## src/rtl/mult_share_arbiter_if.sv

```systemverilog
// Requester/response bundle for the shared-multiplier arbiter.
// The master side is the client/consumer; the slave side is the arbiter.
interface mult_share_arbiter_if #(
  parameter int NREQ = 4,
  parameter int IDW  = 2
);
  logic [NREQ-1:0]   req;
  logic [4*NREQ-1:0] a_in;
  logic [4*NREQ-1:0] b_in;
  logic [NREQ-1:0]   gnt;
  logic              rsp_valid;
  logic [IDW-1:0]    rsp_id;
  logic [7:0]        rsp_y;
  logic              rsp_ready;
  logic              busy;

  modport master (
    output req, a_in, b_in, rsp_ready,
    input  gnt, rsp_valid, rsp_id, rsp_y, busy
  );

  modport slave (
    input  req, a_in, b_in, rsp_ready,
    output gnt, rsp_valid, rsp_id, rsp_y, busy
  );
endinterface

```

## src/rtl/mult_share_arbiter.sv

```systemverilog
// Round-robin arbiter that time-shares one 4x4 multiplier among NREQ clients,
// one operation per IDLE -> MUL -> RESP pass.
module bit4_multiplier (
  input  logic [3:0] A,
  input  logic [3:0] B,
  output logic [7:0] Y
);
  assign Y = {4'b0, A} * {4'b0, B};
endmodule

module mult_share_arbiter #(
  parameter int NREQ = 4,
  parameter int IDW  = 2
) (
  input logic                clk,
  input logic                rst_n,
  mult_share_arbiter_if.slave bus
);
  typedef enum logic [1:0] {IDLE, MUL, RESP} state_t;

  state_t         state, state_nxt;
  logic [IDW-1:0] ptr, cur_id, win, cand;
  logic           win_vld;
  logic [3:0]     op_a, op_b;
  logic [7:0]     y;
  logic           cap, load, done;
  logic [3:0]     a_lane [NREQ];
  logic [3:0]     b_lane [NREQ];

  for (genvar i = 0; i < NREQ; i++) begin : g_lane
    assign a_lane[i] = bus.a_in[4*i +: 4];
    assign b_lane[i] = bus.b_in[4*i +: 4];
  end

  // First requester found scanning upward from ptr, wrapping mod NREQ.
  always_comb begin
    win     = '0;
    win_vld = 1'b0;
    cand    = '0;
    for (int off = 0; off < NREQ; off++) begin
      cand = IDW'((int'(ptr) + off) % NREQ);
      if (!win_vld && bus.req[cand]) begin
        win     = cand;
        win_vld = 1'b1;
      end
    end
  end

  bit4_multiplier u_mul (.A(op_a), .B(op_b), .Y(y));

  always_ff @(posedge clk or negedge rst_n) begin
    if (!rst_n) state <= IDLE;
    else        state <= state_nxt;
  end

  always_comb begin
    state_nxt = state;
    cap       = 1'b0;
    load      = 1'b0;
    done      = 1'b0;
    unique case (state)
      IDLE: if (win_vld) begin
        cap       = 1'b1;
        state_nxt = MUL;
      end
      MUL: begin
        load      = 1'b1;
        state_nxt = RESP;
      end
      RESP: if (bus.rsp_valid && bus.rsp_ready) begin
        done      = 1'b1;
        state_nxt = IDLE;
      end
      default: state_nxt = IDLE;
    endcase
  end

  always_ff @(posedge clk or negedge rst_n) begin
    if (!rst_n) begin
      ptr           <= '0;
      cur_id        <= '0;
      op_a          <= '0;
      op_b          <= '0;
      bus.gnt       <= '0;
      bus.rsp_valid <= 1'b0;
      bus.rsp_y     <= '0;
      bus.rsp_id    <= '0;
    end else begin
      // gnt is a single-cycle pulse marking operand capture
      bus.gnt <= cap ? (NREQ'(1) << win) : '0;
      if (cap) begin
        op_a   <= a_lane[win];
        op_b   <= b_lane[win];
        cur_id <= win;
      end
      if (load) begin
        bus.rsp_y     <= y;
        bus.rsp_id    <= cur_id;
        bus.rsp_valid <= 1'b1;
      end
      if (done) begin
        bus.rsp_valid <= 1'b0;
        ptr           <= (cur_id == IDW'(NREQ-1)) ? '0 : cur_id + 1'b1;
      end
    end
  end

  assign bus.busy = (state != IDLE);
endmodule

```

## src/flat_wrapper.sv

```systemverilog
// flat-port wrapper written by rule: the top's interface ports become plain ports
module mult_share_arbiter_flat 
#(
  parameter int NREQ = 4,
  parameter int IDW  = 2
)
  (clk, rst_n, bus_req, bus_a_in, bus_b_in, bus_rsp_ready, bus_gnt, bus_rsp_valid, bus_rsp_id, bus_rsp_y, bus_busy);
  mult_share_arbiter_if #(.NREQ(NREQ), .IDW(IDW)) bus_i ();
  input logic clk;
  input logic rst_n;
  input wire logic [$bits(bus_i.req)-1:0] bus_req;
  input wire logic [$bits(bus_i.a_in)-1:0] bus_a_in;
  input wire logic [$bits(bus_i.b_in)-1:0] bus_b_in;
  input wire logic [$bits(bus_i.rsp_ready)-1:0] bus_rsp_ready;
  output wire logic [$bits(bus_i.gnt)-1:0] bus_gnt;
  output wire logic [$bits(bus_i.rsp_valid)-1:0] bus_rsp_valid;
  output wire logic [$bits(bus_i.rsp_id)-1:0] bus_rsp_id;
  output wire logic [$bits(bus_i.rsp_y)-1:0] bus_rsp_y;
  output wire logic [$bits(bus_i.busy)-1:0] bus_busy;
  assign bus_i.req = bus_req;
  assign bus_i.a_in = bus_a_in;
  assign bus_i.b_in = bus_b_in;
  assign bus_i.rsp_ready = bus_rsp_ready;
  assign bus_gnt = bus_i.gnt;
  assign bus_rsp_valid = bus_i.rsp_valid;
  assign bus_rsp_id = bus_i.rsp_id;
  assign bus_rsp_y = bus_i.rsp_y;
  assign bus_busy = bus_i.busy;
  mult_share_arbiter #(.NREQ(NREQ), .IDW(IDW)) u_core (.clk(clk), .rst_n(rst_n), .bus(bus_i));
endmodule
```

## config.mk

```make
export PLATFORM = sky130hd
export DESIGN_NAME = mult_share_arbiter_flat
export DESIGN_NICKNAME = d
export VERILOG_FILES = /design/src/rtl/mult_share_arbiter_if.sv /design/src/rtl/mult_share_arbiter.sv /design/src/flat_wrapper.sv
export SDC_FILE = /design/constraint.sdc
export NUM_CORES = 1
export LEC_CHECK = 0
export CORE_AREA = 5 5 74 76
export DETAILED_ROUTE_END_ITERATION = 8
export DIE_AREA = 0 0 79 81
export PLACE_DENSITY = 0.72
export SYNTH_ARGS = -nofsm -noshare
export SYNTH_HDL_FRONTEND = slang
export SYNTH_SLANG_ARGS = --single-unit
export TNS_END_PERCENT = 1
```

## constraint.sdc

```tcl
create_clock -name clk -period 2.5 [get_ports clk]
set_clock_uncertainty 0.2 [all_clocks]
set_input_delay 0.375 -clock clk [delete_from_list [all_inputs] [get_ports clk]]
set_output_delay 0.375 -clock clk [all_outputs]
set_load 0.01 [all_outputs]
```

==> impl_metrics.env, run 1 <==
export IMPL_status="finished with violations"
export IMPL_violations="negative setup slack"
export IMPL_power_frac_clock_pct=12.3
export IMPL_layout_nets=323
export IMPL_finalCritPeriodShare_pct=106
export IMPL_power_leakage_nw=1.31
export IMPL_p_per_area_mw_per_mm2=1050
export IMPL_n_antenna_cell=0
export IMPL_antenna_found_initial=0
export IMPL_endpoint_kind="flop"
export IMPL_ys_warn_count=0
export IMPL_synthCells=183
export IMPL_first_global_vias=1712
export IMPL_syn_mean_instance_area_sq_um=10.2
export IMPL_postPlaceCellArea_sq_mm=0.00268
export IMPL_drc=0
export IMPL_std_cell_rows=25
export IMPL_maxCapViolCount=0
export IMPL_seqPwrFrac_pct=27.9
export IMPL_synth_area_sq_mm=0.00188
export IMPL_core_area_sq_mm=0.00466
export IMPL_tightest_slew_ns=0.357
export IMPL_ioPinCount=55
export IMPL_wl_per_cell_um=13.3
export IMPL_synth_top_flop_cell="dfrtp_1"
export IMPL_syn_nets=239
export IMPL_slew_violations=0
export IMPL_dpl_hpwl_mm=3.49
export IMPL_synth_async_reset_ratio_pct=100
export IMPL_grt_first_pass_wirelength_mm=7.35
export IMPL_yosysMostFrequentCell="dfrtp_1"
export IMPL_p_comb_share_pct=59.8
export IMPL_cp_data_arrival_time_ns=2.63
export IMPL_vias_per_cell=5.10
export IMPL_die_h_um=81
export IMPL_netlist_area_leader_share_pct=38.7
export IMPL_synth_edf_count=0
export IMPL_synthTopCellsByArea="dfrtp_1, ha_1, mux2_2"
export IMPL_synth_cell_types=39
export IMPL_die_x_um=79
export IMPL_vias=1643
export IMPL_grt_start_max_net_pins=30
export IMPL_grtUsageTotal_pct=14.6
export IMPL_area_delta_synth_final_pct=49.2
export IMPL_synth_top_area_cell="dfrtp_1"
export IMPL_relSlewSlack_pct=76.2
export IMPL_clkTransAtPathRegs_ns=0.06
export IMPL_start_kind="flop"
export IMPL_ir_worst_vdd_uv=328
export IMPL_cp_max_fo=3
export IMPL_rsz0062_at_grt="true"
export IMPL_synth_top_cells_by_count="dfrtp_1, nand2_1, ha_1, o21ai_0, a21oi_1"
export IMPL_cp_startpoint="u_core.op_a[0]$_DFFE_PN0P_"
export IMPL_clk_latency_ns=0.28
export IMPL_htreeDepth=2
export IMPL_reg2reg_from="u_core.op_a[0]$_DFFE_PN0P_"
export IMPL_cts_sinks=29
export IMPL_power_switching_mw=1.09
export IMPL_port_buffers=54
export IMPL_layout_drive_gt1_share_pct=23.1
export IMPL_start_util_pct=40.2
export IMPL_cts_buffer_depth=2
export IMPL_fmax_mhz=376
export IMPL_holdWs_ns=0.272
export IMPL_fin_ws_ns=-0.157
export IMPL_cts_inserted_buffers=5
export IMPL_dieArea_sq_mm=0.00640
export IMPL_drt_iter0_markers=47
export IMPL_place_ws_ns=-0.232
export IMPL_root_buffer="clkbuf_8"
export IMPL_min_path_type="in2async"
export IMPL_drt_total_wl_mm=4.28
export IMPL_place_congestion=0.767
export IMPL_cts_tree="done"
export IMPL_final_hold_violation_count=0
export IMPL_swShare_pct=37.1
export IMPL_synth_seq_cells=29
export IMPL_power_internal_mw=1.84
export IMPL_fin_crit_ns=2.66
export IMPL_grt_overflow=0
export IMPL_cp_required_ns=2.47
export IMPL_dr_pass1_iters=4
export IMPL_yosysSeqAreaShare_pct=38.7
export IMPL_fin_util_pct=60.0
export IMPL_ant_nets=0
export IMPL_worstSetupPathType="reg2reg"
export IMPL_setup_violations=5
export IMPL_design_area_sq_mm=0.00280
## cells in the final DEF, fill, tap and decap left out, types with 9 or more instances in the layout
master	synthesis	final
clkdlybuf4s50_1	0	54
inv_1	10	9
buf_4	0	28
dfrtp_1	29	29
mux2_2	9	9
o21ai_0	13	11
a21oi_1	11	9
ha_1	13	12
nand2_1	18	16
## area by class of cell
type	instances	area [sq um]
Tap cell	54	67.6
Sequential cell	29	726
Fill cell	408	1860
Multi-Input combinational cell	138	1120
Clock buffer	8	80.1
Timing Repair Buffer	83	771
Inverter	10	37.5
## timing repair
item,4_1_cts,5_1_grt
endpoints found under the hold margin,0,0
hold buffers,0,0
gates resized for setup,3,2
pin swaps,4,1
buffers inserted,3,0
endpoints found under the setup margin,5,5
## kinds of logic (layout without fill, tap and decap cells)
logic type / after synthesis / count (layout) / share of synthesized area [%]
AND/OR/NAND/NOR: 62 / 62 / 18.9
AO/OA/AOI/OAI: 41 / 41 / 14.5
flip-flops: 29 / 29 / 38.7
adder cells (fa/ha/maj): 17 / 17 / 12.9
buffers and inverters: 16 / 101 / 3.67
multiplexers: 15 / 15 / 9.94
XOR/XNOR: 3 / 3 / 1.40
## metrics by stage
| stage | setup TNS, ns | power, mW | std cells |
|---|---|---|---|
| 2_1_floorplan | -0.225 | 1.81 | 183 |
| 3_3_place_gp | -1.14 | 2.48 | 311 |
| 3_5_place_dp | -1.78 | 2.52 | 311 |
| 4_1_cts | -0.383 | 2.96 | 322 |
| 5_1_grt | -0.934 | 3.20 | 322 |
| 6_report | -0.371 | 2.93 | 322 |
## final timing paths
check | to | slack [ns] | cells after the start
max in group asynchronous | u_core.bus.gnt[0]$_DFF_PN0_ | 1.56 | 2
setup reg to reg | u_core.bus.rsp_y[7]$_DFFE_PN0P_ | -0.16 | 10
hold / removal | u_core.bus.rsp_y[5]$_DFFE_PN0P_ | 0.27 | 2
min in group clk | u_core.bus.rsp_y[4]$_DFFE_PN0P_ | 0.28 | 2
setup / recovery | u_core.bus.rsp_y[7]$_DFFE_PN0P_ | -0.16 | 10
hold reg to reg | u_core.bus.rsp_y[4]$_DFFE_PN0P_ | 0.28 | 2
## flip-flops by register name (all words and copies together), names as in the netlist, 2 cells and up
signal,count
u_core.ptr,2
u_core.state,2
u_core.bus.rsp_id,2
u_core.bus.rsp_y,8
u_core.cur_id,2
u_core.bus.gnt,4
u_core.op_a,4
u_core.op_b,4
## power by group through the flow
stage	clock network, mW	logic (mW)	registers, mW
floorplan	0	0.971	0.842
detailed placement	0	1.69	0.831
global placement	0	1.67	0.817
global route	0.392	1.96	0.851
finish	0.362	1.75	0.818
CTS	0.371	1.78	0.815
## routing by layer
metal	part of all wire [%]	vias up	track usage (%)
li1	-	824	-
met1	44	746	17.4
met2	47	62	24.2
met3	7.0	11	4.66
met4	1.7	0	6.53
met5	0	-	0
## worst max-delay path, cell delays in order, from the launching register on
cell	delay, ns
dfrtp_1	0.39
nand2_2	0.07
fa_1	0.49
fa_1	0.51
inv_2	0.06
ha_4	0.25
a21o_1	0.12
a21oi_2	0.06
o21bai_1	0.15
mux2i_1	0.20
nand2_1	0.06
Note: power is estimated with default switching activity, not from simulation.
==> inputs of run 2 (changes only) <==
--- a/config.mk
+++ b/config.mk
@@ -5,10 +5,14 @@
 export SDC_FILE = /design/constraint.sdc
 export NUM_CORES = 1
 export LEC_CHECK = 0
-export CORE_AREA = 5 5 74 76
+export CELL_PAD_IN_SITES_DETAIL_PLACEMENT = 1
+export CELL_PAD_IN_SITES_GLOBAL_PLACEMENT = 2
+export CORE_AREA = 5 5 91 93
 export DETAILED_ROUTE_END_ITERATION = 8
-export DIE_AREA = 0 0 79 81
-export PLACE_DENSITY = 0.72
+export DIE_AREA = 0 0 96 98
+export PLACE_DENSITY_LB_ADDON = 0.1
+export RECOVER_POWER = 50
+export SLEW_MARGIN = 20
 export SYNTH_ARGS = -nofsm -noshare
 export SYNTH_HDL_FRONTEND = slang
 export SYNTH_SLANG_ARGS = --single-unit
==> run 2 against run 1 <==
Sequential power grew 1%. The flow finishes with violations (max-capacitance violations, max-slew violations, negative setup slack). Largest cell class unchanged. Clock-buffer cell count shrank 3. Combinational power grew 6%. Critical path depth is the same. Critical endpoint unchanged. Global-route usage shrank 2.8 points. Fmax shrank 0.70%. Power grew 4.2%.
==> impl_metrics.env, run 2 (synthesized netlist as in run 1, its figures left out) <==
export IMPL_dp_cells=363
export IMPL_postPlaceCellArea_sq_mm=0.00276
export IMPL_rsz0062_at_grt="true"
export IMPL_root_buffer="clkbuf_8"
export IMPL_power_leakage_nw=1.33
export IMPL_p_per_area_mw_per_mm2=1050
export IMPL_finalCritPeriodShare_pct=107
export IMPL_clkTransAtPathRegs_ns=0.06
export IMPL_grt_first_pass_wirelength_mm=8.67
export IMPL_dr_pass1_iters=4
export IMPL_cts_sinks=29
export IMPL_wl_per_cell_um=13.5
export IMPL_cts_hold_buf=0
export IMPL_grt_overflow=0
export IMPL_grtUsageTotal_pct=11.8
export IMPL_layout_commonest_cell="clkdlybuf4s50_1"
export IMPL_drc=0
export IMPL_die_h_um=98
export IMPL_globalRouteMet3Util_pct=3.08
export IMPL_busiest_layer="met2"
export IMPL_drt_total_wl_mm=5.07
export IMPL_min_path_type="reg2reg"
export IMPL_ant_nets=0
export IMPL_violations="max-capacitance violations, max-slew violations, negative setup slack"
export IMPL_cp_required_ns=2.46
export IMPL_vias_per_cell=4.42
export IMPL_largest_register_ffs=8
export IMPL_layout_drive_gt1_share_pct=25.9
export IMPL_area_delta_synth_final_pct=54.9
export IMPL_fin_ws_ns=-0.176
export IMPL_grt_use_met1_pct=15.0
export IMPL_core_area_sq_mm=0.00745
export IMPL_vias=1662
export IMPL_regToRegSetupSlack_ns=-0.18
export IMPL_dpl_hpwl_mm=4.22
export IMPL_die_x_um=96
export IMPL_fin_crit_ns=2.68
export IMPL_cts_tree="done"
export IMPL_htreeDepth=2
export IMPL_place_ws_ns=-0.232
export IMPL_drt_iter0_markers=18
export IMPL_fmax_mhz=374
export IMPL_setup_violations=5
export IMPL_fillers=870
export IMPL_cts_buffer_depth=2
export IMPL_std_cell_rows=32
export IMPL_cp_data_arrival_time_ns=2.64
export IMPL_slew_violations=30
export IMPL_n_antenna_cell=0
export IMPL_antenna_found_initial=0
export IMPL_fin_util_pct=39.0
export IMPL_start_kind="flop"
export IMPL_relSlewSlack_pct=-6.76
export IMPL_first_global_vias=1810
export IMPL_clk_latency_ns=0.28
export IMPL_tightest_slew_ns=1.60
export IMPL_final_hold_violation_count=0
export IMPL_layout_nets=329
export IMPL_maxCapViolCount=1
export IMPL_place_congestion=0.731
export IMPL_start_util_pct=25.2
export IMPL_final_cell_mix="clkdlybuf4s50_1, buf_4, dfrtp_1"
export IMPL_regMostFlops="u_core.bus.rsp_y"
export IMPL_grt_start_max_net_pins=30
export IMPL_holdWs_ns=0.282
export IMPL_ioPinCount=55
export IMPL_worstSetupPathType="reg2reg"
export IMPL_cp_max_fo=4
export IMPL_fin_cells=376
export IMPL_ir_worst_vdd_uv=274
export IMPL_endpoint_kind="flop"
export IMPL_design_area_sq_mm=0.00291
export IMPL_cts_inserted_buffers=5
export IMPL_use_met2_pct=18.7
export IMPL_status="finished with violations"
export IMPL_dieArea_sq_mm=0.00941
export IMPL_port_buffers=54
-- run 2: cell count changes in the layout (fill, tap and decap cells not counted), moves of 2 or more --
cell             change
buf_4                +6
clkbuf_1             -2
clkdlybuf4s50_1      -2
clkinv_2             +2
dlygate4sd3_1        +2
-- run 2: layout make-up --
type,instances,area (sq um),share of cell area (%)
Tap cell,102,128,4.39
Sequential cell,29,726,25.0
Timing Repair Buffer,89,800,27.5
Inverter,10,37.5,1.29
Clock buffer,5,68.8,2.37
Multi-Input combinational cell,138,1130,38.8
Clock inverter,3,17.5,0.603
-- run 2: through the flow --
step	total power, mW	setup TNS (ns)
6_report	3.06	-0.494
5_1_grt	3.37	-1.20
4_1_cts	3.08	-0.578
3_5_place_dp	2.59	-1.09
3_3_place_gp	2.57	-0.883
2_1_floorplan	1.81	-0.225
-- run 2: layer usage --
layer | part of all wire [%] | vias to the layer above | wire length (um)
met5 | 0 | - | 0
met3 | 5.9 | 5 | 300
met4 | 1.6 | 0 | 83
li1 | - | 832 | -
met1 | 46 | 783 | 2320
met2 | 47 | 42 | 2360
-- run 2: worst paths after layout --
| kind | start | endpoint | depth (start not counted) |
|---|---|---|---|
| max | u_core.op_b[2]$_DFFE_PN0P_ | u_core.bus.rsp_y[7]$_DFFE_PN0P_ | 10 |
| min | u_core.bus.rsp_y[5]$_DFFE_PN0P_ | u_core.bus.rsp_y[5]$_DFFE_PN0P_ | 2 |
| max reg2reg | u_core.op_b[2]$_DFFE_PN0P_ | u_core.bus.rsp_y[7]$_DFFE_PN0P_ | 10 |
| min reg2reg | u_core.bus.rsp_y[5]$_DFFE_PN0P_ | u_core.bus.rsp_y[5]$_DFFE_PN0P_ | 2 |
| max in group asynchronous | rst_n | u_core.bus.rsp_y[3]$_DFFE_PN0P_ | 2 |
| min in group asynchronous | rst_n | u_core.bus.rsp_y[4]$_DFFE_PN0P_ | 2 |
-- run 2: critical path, stage by stage, from the launching register on --
cell and delay, ns:
dfrtp_1 0.41, nand2_2 0.08, fa_1 0.47, fa_1 0.50, inv_2 0.06, ha_4 0.25, a21o_1 0.12, a21oi_2 0.06
o21bai_1 0.15, mux2i_1 0.20, nand2_1 0.06
-- run 2: what timing repair did --
action,4_1_cts,5_1_grt
endpoints found under the hold margin,0,0
setup buffers,5,0
pin swaps,6,0
resized for setup,5,2
endpoints found under the setup margin,5,5
-- run 2: power breakdown --
part,internal (mW),switching [mW]
logic,1.03,0.822
registers,0.667,0.163
clock network,0.191,0.180
